## config.mk

```make
export PLATFORM = sky130hd
export DESIGN_NAME = wb_timer16_flat
export DESIGN_NICKNAME = d
export VERILOG_FILES = /design/src/rtl/wb_timer16_pkg.sv /design/src/rtl/wb_timer16_if.sv /design/src/rtl/wb_slave_if.sv /design/src/rtl/wb_timer16.sv /design/src/flat_wrapper.sv
export SDC_FILE = /design/constraint.sdc
export NUM_CORES = 1
export LEC_CHECK = 0
export BUFFER_PORTS_ARGS = -buffer_cell sky130_fd_sc_hd__clkbuf_2
export CORE_MARGIN = 1
export CORE_UTILIZATION = 54
export CTS_BUF_LIST = sky130_fd_sc_hd__clkbuf_16
export DETAILED_ROUTE_END_ITERATION = 8
export PLACE_DENSITY = 0.76
export SLEW_MARGIN = 0
export SYNTH_ARGS = -nofsm -noshare
export SYNTH_HDL_FRONTEND = slang
export SYNTH_SLANG_ARGS = --single-unit
```

## constraint.sdc

```tcl
create_clock -name clk_i -period 2.15 [get_ports clk_i]
set_input_delay 0.215 -clock clk_i [delete_from_list [all_inputs] [get_ports clk_i]]
set_output_delay 0.215 -clock clk_i [all_outputs]
set_load 0.03 [all_outputs]
```

## src/rtl/wb_timer16_pkg.sv

```systemverilog
// Shared register map and bit positions for the 16-bit WISHBONE timer.
package wb_timer16_pkg;

  localparam logic [2:0] TMR_CNT_L = 3'd0;
  localparam logic [2:0] TMR_CNT_H = 3'd1;
  localparam logic [2:0] TMR_CMP_L = 3'd2;
  localparam logic [2:0] TMR_CMP_H = 3'd3;
  localparam logic [2:0] TMR_CTRL  = 3'd4;
  localparam logic [2:0] TMR_STAT  = 3'd5;

  localparam int unsigned CTRL_EN     = 0;
  localparam int unsigned CTRL_CTC    = 1;
  localparam int unsigned CTRL_PS_LSB = 2;
  localparam int unsigned CTRL_PS_MSB = 4;
  localparam int unsigned CTRL_IE     = 7;

  localparam int unsigned STAT_CMPF = 0;
  localparam int unsigned STAT_OVF  = 1;

  typedef struct packed {
    logic       ie;
    logic [2:0] ps;
    logic       ctc;
    logic       en;
  } ctrl_t;

  function automatic logic [7:0] ctrl_byte(ctrl_t c);
    logic [7:0] b;
    b = '0;
    b[CTRL_EN]                  = c.en;
    b[CTRL_CTC]                 = c.ctc;
    b[CTRL_PS_MSB:CTRL_PS_LSB]  = c.ps;
    b[CTRL_IE]                  = c.ie;
    return b;
  endfunction

endpackage

```

## src/rtl/wb_timer16_if.sv

```systemverilog
// 8-bit WISHBONE I/O bus between the CPU bridge (master) and a peripheral (slave).
interface wb_timer16_if;
  logic [7:0] wb_adr_i;
  logic [7:0] wb_dat_i;
  logic [7:0] wb_dat_o;
  logic       wb_stb_i;
  logic       wb_we_i;
  logic       wb_ack_o;

  modport master (
    output wb_adr_i, wb_dat_i, wb_stb_i, wb_we_i,
    input  wb_dat_o, wb_ack_o
  );

  modport slave (
    input  wb_adr_i, wb_dat_i, wb_stb_i, wb_we_i,
    output wb_dat_o, wb_ack_o
  );
endinterface

```

## src/rtl/wb_slave_if.sv

```systemverilog
// Generic WISHBONE slave front end: 8-byte window decode, single-cycle ack pulse,
// registered read data. Access strobes are valid in the cycle before ack rises.
module wb_slave_if #(
  parameter logic [7:0] BASE_ADR = 8'h00
) (
  input  logic       clk_i,
  input  logic       rst_i,
  wb_timer16_if.slave wb,
  input  logic [7:0] rdata_i,
  output logic       wr_o,
  output logic       rd_o,
  output logic [2:0] offset_o,
  output logic [7:0] wdata_o
);

  logic       ack_q;
  logic [7:0] dat_q;
  logic       sel;

  // Masking with ack_q forces a held strobe to re-ack only every other cycle.
  assign sel      = wb.wb_stb_i & (wb.wb_adr_i[7:3] == BASE_ADR[7:3]) & ~ack_q;
  assign wr_o     = sel & wb.wb_we_i;
  assign rd_o     = sel & ~wb.wb_we_i;
  assign offset_o = wb.wb_adr_i[2:0];
  assign wdata_o  = wb.wb_dat_i;

  always_ff @(posedge clk_i or negedge rst_i) begin
    if (!rst_i) begin
      ack_q <= 1'b0;
      dat_q <= '0;
    end else begin
      ack_q <= sel;
      dat_q <= rd_o ? rdata_i : '0;
    end
  end

  assign wb.wb_ack_o = ack_q;
  assign wb.wb_dat_o = dat_q;

endmodule

```

## src/rtl/wb_timer16.sv

```systemverilog
// 16-bit prescaled timer/counter with compare, clear-on-compare and overflow
// flags, behind an 8-bit WISHBONE register window.
module wb_timer16
  import wb_timer16_pkg::*;
#(
  parameter logic [7:0]  BASE_ADR = 8'h00,
  parameter int unsigned PRE_W    = 7
) (
  input  logic        clk_i,
  input  logic        rst_i,
  wb_timer16_if.slave wb,
  output logic        irq_o,
  input  logic        irq_ack_i,
  output logic        cmp_o
);

  logic       wr, rd;
  logic [2:0] offset;
  logic [7:0] wdata, rdata;

  wb_slave_if #(
    .BASE_ADR(BASE_ADR)
  ) u_slave (
    .clk_i   (clk_i),
    .rst_i   (rst_i),
    .wb      (wb),
    .rdata_i (rdata),
    .wr_o    (wr),
    .rd_o    (rd),
    .offset_o(offset),
    .wdata_o (wdata)
  );

  logic [15:0]      cnt_q, cnt_d, cmp_q, cmp_d;
  logic [7:0]       temp_q, temp_d;
  ctrl_t            ctrl_q, ctrl_d;
  logic             cmpf_q, cmpf_d, ovf_q, ovf_d;
  logic [PRE_W-1:0] pre_q, pre_d, pre_mask;
  logic             irq_q, cmp_pulse_q;
  logic             tick, set_cmpf, set_ovf;

  // Mask bits only exist up to PRE_W, so a PS beyond the prescaler width saturates.
  always_comb begin
    pre_mask = '0;
    for (int unsigned i = 0; i < PRE_W; i++) begin
      pre_mask[i] = (i < 32'(ctrl_q.ps));
    end
  end

  assign tick  = ctrl_q.en & ((pre_q & pre_mask) == pre_mask);
  assign pre_d = ctrl_q.en ? pre_q + 1'b1 : '0;

  always_comb begin
    cnt_d    = cnt_q;
    set_cmpf = 1'b0;
    set_ovf  = 1'b0;
    // A CNT_L write swallows any tick in the same cycle.
    if (wr && offset == TMR_CNT_L) begin
      cnt_d = {temp_q, wdata};
    end else if (tick) begin
      if (cnt_q == cmp_q) begin
        set_cmpf = 1'b1;
        set_ovf  = ctrl_q.ctc & (cnt_q == 16'hFFFF);
        cnt_d    = ctrl_q.ctc ? '0 : cnt_q + 16'd1;
      end else if (cnt_q == 16'hFFFF) begin
        set_ovf = 1'b1;
        cnt_d   = '0;
      end else begin
        cnt_d = cnt_q + 16'd1;
      end
    end
  end

  always_comb begin
    cmp_d  = cmp_q;
    temp_d = temp_q;
    ctrl_d = ctrl_q;
    if (rd && offset == TMR_CNT_L) temp_d = cnt_q[15:8];
    if (wr) begin
      case (offset)
        TMR_CNT_H, TMR_CMP_H: temp_d = wdata;
        TMR_CMP_L:            cmp_d  = {temp_q, wdata};
        TMR_CTRL: begin
          ctrl_d.en  = wdata[CTRL_EN];
          ctrl_d.ctc = wdata[CTRL_CTC];
          ctrl_d.ps  = wdata[CTRL_PS_MSB:CTRL_PS_LSB];
          ctrl_d.ie  = wdata[CTRL_IE];
        end
        default: ;
      endcase
    end
  end

  // Clears first, then sets, so a flag raised this cycle always survives.
  always_comb begin
    cmpf_d = cmpf_q;
    ovf_d  = ovf_q;
    if (wr && offset == TMR_STAT) begin
      if (wdata[STAT_CMPF]) cmpf_d = 1'b0;
      if (wdata[STAT_OVF])  ovf_d  = 1'b0;
    end
    if (irq_ack_i) begin
      if (cmpf_q) cmpf_d = 1'b0;
      else        ovf_d  = 1'b0;
    end
    if (set_cmpf) cmpf_d = 1'b1;
    if (set_ovf)  ovf_d  = 1'b1;
  end

  always_comb begin
    rdata = '0;
    case (offset)
      TMR_CNT_L: rdata = cnt_q[7:0];
      TMR_CNT_H: rdata = temp_q;
      TMR_CMP_L: rdata = cmp_q[7:0];
      TMR_CMP_H: rdata = cmp_q[15:8];
      TMR_CTRL:  rdata = ctrl_byte(ctrl_q);
      TMR_STAT: begin
        rdata[STAT_CMPF] = cmpf_q;
        rdata[STAT_OVF]  = ovf_q;
      end
      default:   rdata = '0;
    endcase
  end

  always_ff @(posedge clk_i or negedge rst_i) begin
    if (!rst_i) begin
      cnt_q       <= '0;
      cmp_q       <= '0;
      temp_q      <= '0;
      ctrl_q      <= '0;
      cmpf_q      <= 1'b0;
      ovf_q       <= 1'b0;
      pre_q       <= '0;
      irq_q       <= 1'b0;
      cmp_pulse_q <= 1'b0;
    end else begin
      cnt_q       <= cnt_d;
      cmp_q       <= cmp_d;
      temp_q      <= temp_d;
      ctrl_q      <= ctrl_d;
      cmpf_q      <= cmpf_d;
      ovf_q       <= ovf_d;
      pre_q       <= pre_d;
      irq_q       <= ctrl_q.ie & (cmpf_q | ovf_q);
      cmp_pulse_q <= set_cmpf;
    end
  end

  assign irq_o = irq_q;
  assign cmp_o = cmp_pulse_q;

endmodule

```

## src/flat_wrapper.sv

```systemverilog
// flat-port wrapper written by rule: the top's interface ports become plain ports
module wb_timer16_flat import wb_timer16_pkg::*;
#(
  parameter logic [7:0]  BASE_ADR = 8'h00,
  parameter int unsigned PRE_W    = 7
)
  (clk_i, rst_i, irq_o, irq_ack_i, cmp_o, wb_wb_adr_i, wb_wb_dat_i, wb_wb_stb_i, wb_wb_we_i, wb_wb_dat_o, wb_wb_ack_o);
  wb_timer16_if wb_i ();
  input  logic clk_i;
  input  logic rst_i;
  output logic irq_o;
  input  logic irq_ack_i;
  output logic cmp_o;
  input wire logic [$bits(wb_i.wb_adr_i)-1:0] wb_wb_adr_i;
  input wire logic [$bits(wb_i.wb_dat_i)-1:0] wb_wb_dat_i;
  input wire logic [$bits(wb_i.wb_stb_i)-1:0] wb_wb_stb_i;
  input wire logic [$bits(wb_i.wb_we_i)-1:0] wb_wb_we_i;
  output wire logic [$bits(wb_i.wb_dat_o)-1:0] wb_wb_dat_o;
  output wire logic [$bits(wb_i.wb_ack_o)-1:0] wb_wb_ack_o;
  assign wb_i.wb_adr_i = wb_wb_adr_i;
  assign wb_i.wb_dat_i = wb_wb_dat_i;
  assign wb_i.wb_stb_i = wb_wb_stb_i;
  assign wb_i.wb_we_i = wb_wb_we_i;
  assign wb_wb_dat_o = wb_i.wb_dat_o;
  assign wb_wb_ack_o = wb_i.wb_ack_o;
  wb_timer16 #(.BASE_ADR(BASE_ADR), .PRE_W(PRE_W)) u_core (.clk_i(clk_i), .rst_i(rst_i), .wb(wb_i), .irq_o(irq_o), .irq_ack_i(irq_ack_i), .cmp_o(cmp_o));
endmodule
```

# == Word level (Yosys, flattened, before mapping) ==
# Index checks and enable logic that the tools add are counted.
# classes
add_sub_neg,2
magnitude_cmp,7
n_eq_ne,8
muxes,29
bitwise,11
n_reduce_logical,9
# op_table
operator,n
$mux W16,5
$mux W8,4
$pmux W6 S5,1
$mux W1,17
$add A16 B1 Y16 const B,1
$eq A16 B16 Y1,1
$eq A16 B16 Y1 const B,1
$pmux W2 S6,1
$lt A3 B3 Y1 const A,3
$add A7 B1 Y7 const B,1
$and A1 B1 Y1,7
$and A7 B7 Y7,1
$eq A7 B7 Y1,1
$mux W7,1
$eq A3 B2 Y1 const B,2
$eq A3 B3 Y1 const B,2
$lt A1 B3 Y1 const A,2
$lt A2 B3 Y1 const A,2
$logic_not A5 Y1,1
$reduce_and A2 Y1,2
$eq A3 B1 Y1 const B,1
$logic_and A1 B1 Y1,3
$logic_not A3 Y1,1
$not A1 Y1,2
other kinds (3),3
# word_totals
register_bits,66
in_bits,21
output_inout_bits,11
elab_cells,80

# == Longest topological paths before layout ==
# logic_depth
ltp_word,9
ltp_mapped,8
depth_no_buf,8

# == Hierarchy ==
# Synthesis repeated with hierarchy kept, for this count alone.
# unflattened
cells_unflattened,387
hier_area_um2,3933.8
# by_module_without_submodules
module,instances,cells_per_inst,area_each_um2,seq_area_each_um2
wb_timer16,1,342,3439.5,1426.4
wb_slave_if,1,45,494.2,225.2

# == Worst setup path after synthesis ==
# No wires, ideal clock.
# synth_timing
path_kind,reg2reg
startpoint,"register u_core.u_slave.ack_q, in the netlist u_core.u_slave.wb.wb_ack_o"
endpoint,register u_core.ctrl_q[0] (netlist name)
setup_ns,0.125
arrival_time_ns,2.180
required_time_ns,2.025
path_slack_ns,-0.155
path_stages_with_launch,6
n_path_buf,0
period_less_slack_ns,2.305
path_cell_list,dfrtp_1 -> or4b_4 -> nor4_4 -> nand2_1 -> nor4b_4 -> mux2_2
# synth_via
elab_chain_cells,4
# synth_rtl
item,line,text
start: declaration,wb_slave_if.sv:16,logic ack_q;
start signal: assignment,wb_slave_if.sv:32,ack_q <= sel;
$not A1 Y1,wb_slave_if.sv:21,assign sel = wb.wb_stb_i & (wb.wb_adr_i[7:3] == BASE_ADR[7:3]) & ~ack_q;
$and A1 B1 Y1,wb_slave_if.sv:21,
via u_core.u_slave.sel,wb_slave_if.sv:18,logic sel;
$and A1 B1 Y1,wb_slave_if.sv:22,assign wr_o = sel & wb.wb_we_i;
$reduce_and A2 Y1 (no source line),-,
end signal: assignment,wb_timer16.sv:141,ctrl_q <= ctrl_d;
end: declaration,wb_timer16.sv:36,"ctrl_t ctrl_q, ctrl_d;"
# The timed path passes the listed nets, and every way through them passes these cells.
# A chain may end at the register's enable or synchronous reset.

# == Worst setup path after layout ==
# layout_timing
startpoint,register u_core.cnt_q[1]
endpoint,register u_core.cnt_q[7]
# layout_via
elab_chain_cells,5
elab_cells_between_ends,8
cone_classes,add/sub (1); eq/ne (2); mux (5)
# layout_rtl
item,line,text
start: declaration,wb_timer16.sv:34,"logic [15:0] cnt_q, cnt_d, cmp_q, cmp_d;"
start signal: assignment,wb_timer16.sv:138,cnt_q <= cnt_d;
$add A16 B1 Y16 or $eq A16 B16 Y1 (tied branches),"wb_timer16.sv:64, wb_timer16.sv:69, wb_timer16.sv:65",
$mux W16 (on tied branches),"wb_timer16.sv:65, wb_timer16.sv:64",
$mux W16 (*),wb_timer16.sv:61,if (cnt_q == cmp_q) begin
$mux W16 (*),wb_timer16.sv:60,end else if (tick) begin
$mux W16 (*),wb_timer16.sv:58,if (wr && offset == TMR_CNT_L) begin
# Every way passes the cells marked *; elsewhere a longest branch is shown, timed or not. The select of a mux whose other input is x is not followed.

==> results.sh <==
export IMPL_drt_vias_per_instance=6.15
export IMPL_grt_setup_unrepaired="true"
export IMPL_p_leak_uw=0.00207
export IMPL_r2r_cells=8
export IMPL_grt_max_degree=26
export IMPL_io_buffer_count=31
export IMPL_drv_slew=0
export IMPL_fin_tns_setup_ns=-0.211
export IMPL_crit_path_cell_trace="ha_2 > nand4_1 > nor4_2 > nand4_1 > mux2_4 > a21o_1 > a21oi_2 > a21oi_1"
export IMPL_syn_inst=353
export IMPL_synth_edf_count=0
export IMPL_final_cells=513
export IMPL_die_y_um=84.3
export IMPL_yosysMostFrequentCell="dfrtp_1"
export IMPL_layout_setup_ws_ns=-0.0727
export IMPL_critPathMostFrequentCell="nand4_1"
export IMPL_routedWlPerCell_um=19.8
export IMPL_maxCapViolations=0
export IMPL_critPathMaxFanout=7
export IMPL_diodes=0
export IMPL_critPathBufInv=0
export IMPL_power_density_mw_per_mm2=613
export IMPL_cts_path_max_buffers=2
export IMPL_layout_min_cycle_time_ns=2.22
export IMPL_finalCritPeriodShare_pct=103
export IMPL_gr_total_overflow=0
export IMPL_cts_inserted_buffers=9
export IMPL_grt_pass1_vias=3172
export IMPL_area_growth_pct=26.7
export IMPL_drc=3
export IMPL_clock_sinks=66
export IMPL_grt_use_total_pct=30.4
export IMPL_syn_nets=376
export IMPL_critPathMaxStageDelay_ns=0.40
export IMPL_dp_worst_setup_slack_ns=-0.0810
export IMPL_die_w_um=84.3
export IMPL_synth_main_ff_cell="dfrtp_1"
export IMPL_boundaryPins=32
export IMPL_drtIter0Drc=308
export IMPL_num_vias=3157
export IMPL_cts_htree_levels=3
export IMPL_arrival_ns=2.43
export IMPL_hp_class="in -> reg"
export IMPL_holdWs_ns=0.167
export IMPL_hpwl_um=7290
export IMPL_worst_slew_pin_slew_ns=0.543
export IMPL_synth_commonest_cells="66 x dfrtp_1, 37 x nor2_1, 26 x mux2_2"
export IMPL_wl_um=10100
export IMPL_finalSetupViolations=6
export IMPL_ant_nets=0
export IMPL_synth_area_mm2=0.00366
export IMPL_critical_path_top_delay_family="simple AND/OR/NAND/NOR gates"
export IMPL_clk_latency_ns=0.33
export IMPL_synthArstFlopShare_pct=100
export IMPL_synth_top_area_cell="dfrtp_1"
export IMPL_cts_tree="built"
export IMPL_max_clock_freq_mhz=450
export IMPL_slew_headroom_pct=63.8
export IMPL_place_inst=491
export IMPL_r2r_start="u_core.cnt_q[1]"
export IMPL_die_area_mm2=0.00711
export IMPL_nets=454
export IMPL_ys_types=51
export IMPL_cp_num_cells=8
export IMPL_cts_root_buffer="clkbuf_16"
export IMPL_worst_path_max_delay_cell="dfrtp_1"
export IMPL_initial_core_util_pct=56.7
export IMPL_ys_ff_latch=66
export IMPL_skew_ns=0.00705
export IMPL_core_area_mm2=0.00646
export IMPL_clkTransAtPathRegs_ns=0.05
export IMPL_synthTopCellsByArea="dfrtp_1 45%, mux2_2 8.0%, xnor2_1 5.0%"
export IMPL_worstPathRequired_ns=2.36
export IMPL_outcome="finished with violations"
export IMPL_postSynthAreaPerCell_um2=10.4
export IMPL_rows=29
export IMPL_hold_viol=0
export IMPL_start_kind="register"
export IMPL_dr_pass1_iters=7
export IMPL_setup_worst_path_class="reg -> reg"
export IMPL_drive_above_1_share_pct=35.1
export IMPL_grt_pass1_wl_um=16400
export IMPL_irDropWorstVdd_mv=0.410
export IMPL_crit_path_end_kind="register"
export IMPL_synth_top_area_share_pct=45.1
export IMPL_ys_warn_count=0
export IMPL_yosysSeqAreaShare_pct=45.1
export IMPL_whs_path_depth=2
export IMPL_place_congestion=0.940
export IMPL_crit_start="u_core.cnt_q[1]"
export IMPL_min_from="wb_wb_dat_i[6]"
export IMPL_violations="design-rule violations, negative setup slack"
export IMPL_antenna_found_initial=0
## power by group
part / switching [uW] / internal [uW] / total (uW)
clock: 507 / 755 / 1260
combinational: 136 / 117 / 253
sequential: 45.5 / 1280 / 1320
total: 689 / 2150 / 2840
## through the flow
step | utilization (%) | total power, uW | cell area [um^2]
floorplan | - | 1460 | 3680
global placement | 65.8 | 1570 | 4250
detailed placement | 65.8 | 1580 | 4250
CTS | 70.4 | 2840 | 4550
global route | 71.8 | 2940 | 4640
finish | 71.8 | 2840 | 4640
## state kept, by name, indices dropped and copies added (netlist names)
signal,cells
u_core.cmp_q,16
u_core.cnt_q,16
u_core.temp_q,8
u_core.u_slave.wb.wb_dat_o,8
u_core.pre_q,7
u_core.ctrl_q,6
u_core.cmp_o,1
u_core.cmpf_q,1
u_core.irq_o,1
u_core.ovf_q,1
u_core.u_slave.wb.wb_ack_o,1
## kinds of logic (layout without fill, tap and decap cells)
kind of cell	after synthesis	count (layout)	share of synthesized area, %
adder cells (fa/ha/maj)	2	2	0.684
flip-flops	66	66	45.1
XOR/XNOR	22	22	5.27
AND/OR/NAND/NOR	117	117	18.9
multiplexers	43	43	13.8
buffers and inverters	25	108	2.91
AO/OA/AOI/OAI	78	78	13.3
## routing by layer
| layer | wire [um] | global-route usage (%) |
|---|---|---|
| met1 | 4290 | 40.5 |
| met2 | 4900 | 47.6 |
| met3 | 631 | 6.88 |
| met4 | 320 | 13.8 |
| met5 | 0 | 0 |
## area by class of cell
type                       instances  area (um^2)
inverter                           5         18.8
multi-input combinational        262         1990
tap                               77         96.3
clock inverter                     7         30.0
timing repair buffer              87          619
sequential                        66         1660
clock buffer                       9          225
fill                             480         1820
## path summary, 6_finish.rpt
path / slack, ns / to
setup reg to reg: -0.07 / u_core.cnt_q[7]
setup / recovery: -0.07 / u_core.cnt_q[7]
min in group asynchronous: 0.40 / u_core.u_slave.wb.wb_dat_o[4]
hold reg to reg: 0.54 / u_core.irq_o
max in group asynchronous: 1.02 / u_core.cnt_q[9]
hold / removal: 0.17 / u_core.cmp_q[6]
## cells in the final DEF, fill, tap and decap left out, drive strengths merged, types with 6 or more instances in the layout
cell and count:
and2 11, nor2 37, dfrtp 66, nand3 10
mux2i 13, o21ai 19, mux2 27, nand4 9
a21oi 22, a22oi 10, nor4 6, xnor2 21
nand2 19, inv 8, clkbuf 39, a31oi 8
buf 56
## what timing repair did
item                                   CTS  global route
gates cloned                             0             0
setup endpoints to repair               30            43
setup buffers                            2             3
gates resized for setup                  4            18
hold buffers                             1             0
endpoints found under the hold margin   23             0
pin swaps                                3            18
Power figures use the tool's default switching activity.
